===== src/rtl/dmem_pkg.sv =====
// rtl/dmem_pkg.sv - shared types, funct3 codes and helpers for the MEM-stage data-memory controller
package dmem_pkg;

    localparam int DEF_TIMEOUT_CYCLES = 16;

    typedef enum logic [1:0] {
        IDLE = 2'd0,
        REQ  = 2'd1,
        DONE = 2'd2
    } state_t;

    localparam logic [2:0] F3_B  = 3'b000;
    localparam logic [2:0] F3_H  = 3'b001;
    localparam logic [2:0] F3_W  = 3'b010;
    localparam logic [2:0] F3_BU = 3'b100;
    localparam logic [2:0] F3_HU = 3'b101;

    // Stores only have signed widths; loads additionally allow the unsigned byte/half forms.
    function automatic logic f3_legal(input logic is_store, input logic [2:0] f3);
        logic ok;
        ok = (f3 == F3_B) || (f3 == F3_H) || (f3 == F3_W);
        if (!is_store) begin
            ok = ok || (f3 == F3_BU) || (f3 == F3_HU);
        end
        return ok;
    endfunction

    // True when the byte address does not sit on the natural boundary of the access width.
    function automatic logic misaligned(input logic [2:0] f3, input logic [1:0] off);
        logic mis;
        case (f3)
            F3_H, F3_HU: mis = off[0];
            F3_W:        mis = (off != 2'b00);
            default:     mis = 1'b0;
        endcase
        return mis;
    endfunction

endpackage


===== src/rtl/dmem_access_ctrl_if.sv =====
// rtl/dmem_access_ctrl_if.sv - req/ack data-memory port between the MEM-stage controller and memory
interface dmem_access_ctrl_if;
    logic        dmem_req_o;
    logic        dmem_we_o;
    logic [31:0] dmem_addr_o;
    logic [3:0]  dmem_be_o;
    logic [31:0] dmem_wdata_o;
    logic        dmem_ack_i;
    logic [31:0] dmem_rdata_i;

    modport master (
        output dmem_req_o,
        output dmem_we_o,
        output dmem_addr_o,
        output dmem_be_o,
        output dmem_wdata_o,
        input  dmem_ack_i,
        input  dmem_rdata_i
    );

    modport slave (
        input  dmem_req_o,
        input  dmem_we_o,
        input  dmem_addr_o,
        input  dmem_be_o,
        input  dmem_wdata_o,
        output dmem_ack_i,
        output dmem_rdata_i
    );
endinterface


===== src/rtl/dmem_lane_align.sv =====
// rtl/dmem_lane_align.sv - byte-enable generation, store-lane replication and load extraction/extension
module dmem_lane_align
    import dmem_pkg::*;
(
    input  logic [2:0]  funct3,
    input  logic [1:0]  off,
    input  logic [31:0] wdata,
    input  logic [31:0] rdata,
    output logic [3:0]  be,
    output logic [31:0] wdata_rep,
    output logic [31:0] load_ext
);

    logic [7:0]  byte_sel;
    logic [15:0] half_sel;

    // Pick the addressed byte and halfword out of the returned word.
    always_comb begin
        byte_sel = rdata[7:0];
        case (off)
            2'd0:    byte_sel = rdata[7:0];
            2'd1:    byte_sel = rdata[15:8];
            2'd2:    byte_sel = rdata[23:16];
            default: byte_sel = rdata[31:24];
        endcase
        half_sel = off[1] ? rdata[31:16] : rdata[15:0];
    end

    // Width-dependent enables, replicated store data and extended load data; halfword ignores off[0].
    always_comb begin
        be        = 4'b0000;
        wdata_rep = wdata;
        load_ext  = 32'h0;
        case (funct3)
            F3_B: begin
                be        = 4'b0001 << off;
                wdata_rep = {4{wdata[7:0]}};
                load_ext  = {{24{byte_sel[7]}}, byte_sel};
            end
            F3_BU: begin
                be        = 4'b0001 << off;
                wdata_rep = {4{wdata[7:0]}};
                load_ext  = {24'h0, byte_sel};
            end
            F3_H: begin
                be        = 4'b0011 << {off[1], 1'b0};
                wdata_rep = {2{wdata[15:0]}};
                load_ext  = {{16{half_sel[15]}}, half_sel};
            end
            F3_HU: begin
                be        = 4'b0011 << {off[1], 1'b0};
                wdata_rep = {2{wdata[15:0]}};
                load_ext  = {16'h0, half_sel};
            end
            F3_W: begin
                be        = 4'b1111;
                wdata_rep = wdata;
                load_ext  = rdata;
            end
            default: begin
                be        = 4'b0000;
                wdata_rep = wdata;
                load_ext  = 32'h0;
            end
        endcase
    end

endmodule


===== src/rtl/dmem_access_ctrl.sv =====
// rtl/dmem_access_ctrl.sv - MEM-stage load/store sequencer with stall and timeout; optional DMEM_MISALIGN_TRAP_EN
module dmem_access_ctrl
    import dmem_pkg::*;
#(
    parameter int TIMEOUT_CYCLES = DEF_TIMEOUT_CYCLES,
    parameter int CNT_W          = 8
) (
    input  logic                  clk,
    input  logic                  rst,
    input  logic                  mem_read_i,
    input  logic                  mem_write_i,
    input  logic [2:0]            funct3_i,
    input  logic [31:0]           addr_i,
    input  logic [31:0]           wdata_i,
    dmem_access_ctrl_if.master    dmem,
    output logic [31:0]           load_data_o,
    output logic                  stall_o,
    output logic                  err_o
);

    localparam logic [CNT_W-1:0] CNT_LAST = CNT_W'(TIMEOUT_CYCLES - 1);

    state_t           state;
    logic [CNT_W-1:0] cnt;
    logic [2:0]       f3_q;
    logic [1:0]       off_q;

    logic             access;
    logic             bad_f3;
    logic             mis_trap;
    logic [2:0]       sel_f3;
    logic [1:0]       sel_off;
    logic [3:0]       be_c;
    logic [31:0]      wdata_c;
    logic [31:0]      load_c;

    assign access = mem_read_i | mem_write_i;
    assign bad_f3 = !f3_legal(mem_write_i, funct3_i);

`ifdef DMEM_MISALIGN_TRAP_EN
    assign mis_trap = misaligned(funct3_i, addr_i[1:0]);
`else
    assign mis_trap = 1'b0;
`endif

    // Stall starts the cycle the access shows up and covers every REQ cycle; DONE lets EX/MEM advance.
    assign stall_o = ((state == IDLE) && access) || (state == REQ);

    // The single lane aligner sees live inputs in IDLE (store side) and the latched access afterwards (load side).
    assign sel_f3  = (state == IDLE) ? funct3_i    : f3_q;
    assign sel_off = (state == IDLE) ? addr_i[1:0] : off_q;

    dmem_lane_align u_align (
        .funct3    (sel_f3),
        .off       (sel_off),
        .wdata     (wdata_i),
        .rdata     (dmem.dmem_rdata_i),
        .be        (be_c),
        .wdata_rep (wdata_c),
        .load_ext  (load_c)
    );

    // Access sequencer: all bus and result outputs are registered here.
    always_ff @(posedge clk) begin
        if (rst) begin
            state             <= IDLE;
            cnt               <= '0;
            f3_q              <= 3'b000;
            off_q             <= 2'b00;
            dmem.dmem_req_o   <= 1'b0;
            dmem.dmem_we_o    <= 1'b0;
            dmem.dmem_addr_o  <= 32'h0;
            dmem.dmem_be_o    <= 4'b0000;
            dmem.dmem_wdata_o <= 32'h0;
            load_data_o       <= 32'h0;
            err_o             <= 1'b0;
        end else begin
            err_o <= 1'b0;
            case (state)
                IDLE: begin
                    if (access) begin
                        f3_q  <= funct3_i;
                        off_q <= addr_i[1:0];
                        if (bad_f3 || mis_trap) begin
                            // Nothing reaches memory; report the fault in DONE with a zero result.
                            state       <= DONE;
                            err_o       <= 1'b1;
                            load_data_o <= 32'h0;
                        end else begin
                            state             <= REQ;
                            cnt               <= '0;
                            dmem.dmem_req_o   <= 1'b1;
                            dmem.dmem_we_o    <= mem_write_i;
                            dmem.dmem_addr_o  <= {addr_i[31:2], 2'b00};
                            dmem.dmem_be_o    <= be_c;
                            dmem.dmem_wdata_o <= wdata_c;
                        end
                    end
                end
                REQ: begin
                    if (dmem.dmem_ack_i) begin
                        state           <= DONE;
                        dmem.dmem_req_o <= 1'b0;
                        dmem.dmem_we_o  <= 1'b0;
                        if (!dmem.dmem_we_o) begin
                            load_data_o <= load_c;
                        end
                    end else if (cnt == CNT_LAST) begin
                        state           <= DONE;
                        dmem.dmem_req_o <= 1'b0;
                        dmem.dmem_we_o  <= 1'b0;
                        err_o           <= 1'b1;
                        load_data_o     <= 32'h0;
                    end else begin
                        cnt <= cnt + 1'b1;
                    end
                end
                DONE: begin
                    state <= IDLE;
                end
                default: begin
                    state <= IDLE;
                end
            endcase
        end
    end

endmodule


===== src/flat_wrapper.sv =====
// flat-port wrapper written by rule: the top's interface ports become plain ports
module dmem_access_ctrl_flat import dmem_pkg::*;
#(
    parameter int TIMEOUT_CYCLES = DEF_TIMEOUT_CYCLES,
    parameter int CNT_W          = 8
)
  (clk, rst, mem_read_i, mem_write_i, funct3_i, addr_i, wdata_i, load_data_o, stall_o, err_o, dmem_dmem_req_o, dmem_dmem_we_o, dmem_dmem_addr_o, dmem_dmem_be_o, dmem_dmem_wdata_o, dmem_dmem_ack_i, dmem_dmem_rdata_i);
  dmem_access_ctrl_if dmem_i ();
  input  logic clk;
  input  logic rst;
  input  logic mem_read_i;
  input  logic mem_write_i;
  input  logic [2:0] funct3_i;
  input  logic [31:0] addr_i;
  input  logic [31:0] wdata_i;
  output logic [31:0] load_data_o;
  output logic stall_o;
  output logic err_o;
  output wire logic [$bits(dmem_i.dmem_req_o)-1:0] dmem_dmem_req_o;
  output wire logic [$bits(dmem_i.dmem_we_o)-1:0] dmem_dmem_we_o;
  output wire logic [$bits(dmem_i.dmem_addr_o)-1:0] dmem_dmem_addr_o;
  output wire logic [$bits(dmem_i.dmem_be_o)-1:0] dmem_dmem_be_o;
  output wire logic [$bits(dmem_i.dmem_wdata_o)-1:0] dmem_dmem_wdata_o;
  input wire logic [$bits(dmem_i.dmem_ack_i)-1:0] dmem_dmem_ack_i;
  input wire logic [$bits(dmem_i.dmem_rdata_i)-1:0] dmem_dmem_rdata_i;
  assign dmem_dmem_req_o = dmem_i.dmem_req_o;
  assign dmem_dmem_we_o = dmem_i.dmem_we_o;
  assign dmem_dmem_addr_o = dmem_i.dmem_addr_o;
  assign dmem_dmem_be_o = dmem_i.dmem_be_o;
  assign dmem_dmem_wdata_o = dmem_i.dmem_wdata_o;
  assign dmem_i.dmem_ack_i = dmem_dmem_ack_i;
  assign dmem_i.dmem_rdata_i = dmem_dmem_rdata_i;
  dmem_access_ctrl #(.TIMEOUT_CYCLES(TIMEOUT_CYCLES), .CNT_W(CNT_W)) u_core (.clk(clk), .rst(rst), .mem_read_i(mem_read_i), .mem_write_i(mem_write_i), .funct3_i(funct3_i), .addr_i(addr_i), .wdata_i(wdata_i), .dmem(dmem_i), .load_data_o(load_data_o), .stall_o(stall_o), .err_o(err_o));
endmodule

===== config.mk =====
export PLATFORM = sky130hd
export DESIGN_NAME = dmem_access_ctrl_flat
export DESIGN_NICKNAME = d
export VERILOG_FILES = /design/src/rtl/dmem_pkg.sv /design/src/rtl/dmem_access_ctrl_if.sv /design/src/rtl/dmem_lane_align.sv /design/src/rtl/dmem_access_ctrl.sv /design/src/flat_wrapper.sv
export SDC_FILE = /design/constraint.sdc
export NUM_CORES = 1
export LEC_CHECK = 0
export CAP_MARGIN = 20
export CORE_ASPECT_RATIO = 0.7
export CORE_MARGIN = 2
export CORE_UTILIZATION = 44
export DETAILED_ROUTE_END_ITERATION = 7
export PLACE_DENSITY_LB_ADDON = 0.25
export REMOVE_ABC_BUFFERS = 1
export SETUP_SLACK_MARGIN = 0.3
export SYNTH_ARGS = -nofsm -noshare
export SYNTH_HDL_FRONTEND = slang
export SYNTH_SLANG_ARGS = --single-unit

===== constraint.sdc =====
create_clock -name clk -period 2.5 [get_ports clk]
set_input_delay 0.5 -clock clk [delete_from_list [all_inputs] [get_ports clk]]
set_output_delay 0.5 -clock clk [all_outputs]
set_load 0.01 [all_outputs]

==> flow_metrics.py <==
metrics = {
    "synthesis": {
        "synth_cells": 635,
        "async_flop_share_pct": 0,
        "ys_seq_area_share_pct": 43.5,
        "synth_top_flop_cell": "dfxtp_1",
        "synth_edf_count": 0,
        "synth_area_per_cell_um2": 8.42,
        "ys_warn_count": 0,
        "ys_seq_elements": 116,
        "yosysUniqueCellTypes": 60,
        "syn-cell-area_mm2": 0.00534,
    },
    "cells_and_area": {
        "area_growth_syn_to_layout_pct": 55.8,
        "layout.nets": 950,
        "final_area_mm2": 0.00832,
        "diodes": 0,
        "final_common_cell": "clkdlybuf4s50_1",
        "seq_area_mm2": 0.00232,
        "multi_input_area_mm2": 0.00276,
        "final_cell_mix": "203 x clkdlybuf4s50_1, 134 x nand2_1, 116 x dfxtp_1",
        "fillCellCount": 898,
        "final_layout_size_suffix_gt1_share_pct": 12.9,
    },
    "sta": {
        "worstMarginPinSlew_ps": 501,
        "rsz0062_at_grt": "true",
        "setup-violations-final": 0,
        "max_freq_mhz": 460,
        "fin_setup_tns_ps": 0,
        "slew_headroom_pct": 66.6,
        "hold_violations": 0,
        "hold_slack_ps": 453,
        "maxSlewViolCount": 0,
        "post-route-min-period_ps": 2170,
        "post-route-period-util_pct": 86.9,
        "skew_ps": 12.2,
    },
    "critical_path": {
        "slowest_stage": "clkdlybuf4s50_1",
        "required_ps": 2810,
        "worstSetupPathType": "in2reg",
        "crit_top_cell": "a21o_1",
        "worstSetupEndpointType": "flop",
        "worst_ep_arrival_time_ps": 2480,
        "slowest_delay_ps": 530,
        "crit_chain": "clkdlybuf4s50_1, or2_2, a21o_1, and4_1, nand3b_1, buf_12, a21oi_1, a21o_1",
        "cp-start-kind": "input pin",
        "path_max_fanout": 31,
    },
    "cts": {
        "cts_made_buffers": 17,
        "cts_tree": "yes",
        "cts_root_buffer": "clkbuf_16",
        "holdBufCountCts": 0,
        "clock_path_buffers": 2,
        "path_clk_slew_ps": 60,
        "ctsHtreeMaxLevel": 4,
        "clock_latency_ps": 420,
        "cts.sink_count": 116,
    },
    "pwr": {
        "p_sw_share_pct": 29.2,
        "p_switching_uw": 1840,
        "powerDensity_mw_per_mm2": 757,
        "pwr-share-seq_pct": 32.9,
        "p_leak_uw": 0.00326,
        "p_int_uw": 4460,
        "p_clk_share_pct": 41.0,
        "ir_drop_uv": 534,
        "p_comb_share_pct": 26.1,
    },
    "grt": {
        "grt_max_degree": 66,
        "grt_pass1_wl_um": 27000,
        "antenna_found_initial": 0,
        "gr-usage-all-layers_pct": 26.7,
        "grt_pass1_vias": 5218,
        "overflow": 0,
    },
    "floorplan": {
        "die_w_um": 136,
        "ios": 208,
        "start_util_pct": 45.4,
        "die_h_um": 96.2,
        "rows": 33,
        "die-area_mm2": 0.0131,
        "core_area_mm2": 0.0118,
    },
    "place": {
        "place_congestion": 0.895,
        "io_buffers": 205,
        "dp.final_hpwl_um": 12700,
        "place_area_mm2": 0.00760,
    },
    "detailed_routing": {
        "firstDrtPassIters": 5,
        "routed_wl_um": 18500,
        "drt_iter0_drc": 527,
        "viasPerCell": 5.60,
        "route.detailed.wl_per_inst_um": 18.2,
        "vias": 5689,
        "postRouteAntennaNets": 0,
        "drc": 0,
    },
    "run_status": {
        "status": "finished clean",
    },
    "min_path": {
        "hp-class": "reg2reg",
    },
    "job": {
        "cap_violations": 0,
    },
}
==> stage by stage <==
stage	worst slack [ps]	power (µW)	utilization, %	cells
CTS	319	6260	70.1	1013
global route	249	6580	70.7	1015
global placement	-77.5	3610	64.6	980
finish	327	6300	70.7	1015
floorplan	-609	2870	-	590
detailed placement	-177	3660	64.6	980
==> registers in the layout, indices dropped and copies added (netlist names) <==
signal,cells
u_core.load_data_o,32
u_core.dmem.dmem_req_o,1
u_core.dmem.dmem_wdata_o,32
u_core.f3_q,3
u_core.state,2
u_core.err_o,1
u_core.dmem.dmem_be_o,4
u_core.off_q,2
u_core.cnt,8
u_core.dmem.dmem_we_o,1
u_core.dmem.dmem_addr_o,30
==> worst max-delay path, delay by kind of cell <==
| family | cells | cell delay (ps) |
|---|---|---|
| compound gates | 3 | 420 |
| buf+inv | 2 | 750 |
| simple gates | 3 | 790 |
==> power groups by stage <==
stage | registers, µW | clock network, µW | logic (µW)
4_1_cts | 2070 | 2610 | 1590
5_1_grt | 2090 | 2730 | 1770
3_5_place_dp | 2110 | 0 | 1550
6_report | 2070 | 2580 | 1650
3_3_place_gp | 2100 | 0 | 1510
2_1_floorplan | 2160 | 0 | 709
==> cells by family (layout without fill, tap and decap cells) <==
kind of cell             Yosys count  after routing  synth area share (%)
buffers and inverters             58            280                  5.62
other                              1              2                0.0702
XOR/XNOR                           4              4                 0.656
multiplexers                      19             19                  4.33
adder cells (fa/ha/maj)            1              1                 0.234
AO/OA/AOI/OAI                    197            197                  25.6
flip-flops                       116            116                  43.5
AND/OR/NAND/NOR                  239            239                  20.0
==> worst paths after layout <==
path | from | endpoint | slack [ps] | depth (start not counted)
worst min-delay path | u_core.load_data_o[11] | u_core.load_data_o[11] | 450 | 1
worst min register to register | u_core.load_data_o[11] | u_core.load_data_o[11] | 450 | 1
worst max register to register | u_core.state[1] | u_core.load_data_o[16] | 360 | 8
worst max-delay path | funct3_i[1] | u_core.load_data_o[16] | 330 | 8
==> cells in the mapped netlist, drive strengths merged, types with 2 or more instances <==
master  count  area share (%)
mux2i      15             3.3
nor2       58             4.7
nand3      13             1.7
buf        28             3.5
a222oi      7             1.3
a221oi     14             2.4
nor4        4            0.70
a211oi     17             2.5
a21oi      79             8.2
or2         4            0.47
a22oi      11             1.5
inv        12            0.84
o211ai      2            0.28
nand2b      3            0.35
a311oi     10             1.6
xnor2       4            0.66
a31oi       2            0.63
clkbuf     18             1.3
a21o       25             3.5
or3         2            0.23
nor3       12             1.1
dfxtp     116              43
o21ai      22             2.1
nand2     135             9.5
mux2        4            0.98
==> area by class of cell <==
type	instances	area share (%)
multi-input cells	462	33.1
repair buffers	236	28.6
clock inverters	12	2.15
well taps	157	2.36
clock buffers	20	5.37
flip-flops and latches	116	27.9
inverters	12	0.541
==> routing by layer <==
layer	wire length [µm]	global-route usage (%)	vias up	part of all wire (%)
li1	-	-	2676	-
met1	8000	35.1	2702	43
met2	8780	43.9	279	47
met3	1370	6.11	32	7.4
met4	346	8.59	0	1.9
met5	0	0	-	0
==> timing repair <==
action,CTS,global route
hold endpoints to repair,0,0
gates resized for setup,3,6
cloned,0,2
pin swaps,1,0
endpoints found under the setup margin,48,50
buffers inserted,1,0
Power figures use the tool's default switching activity.
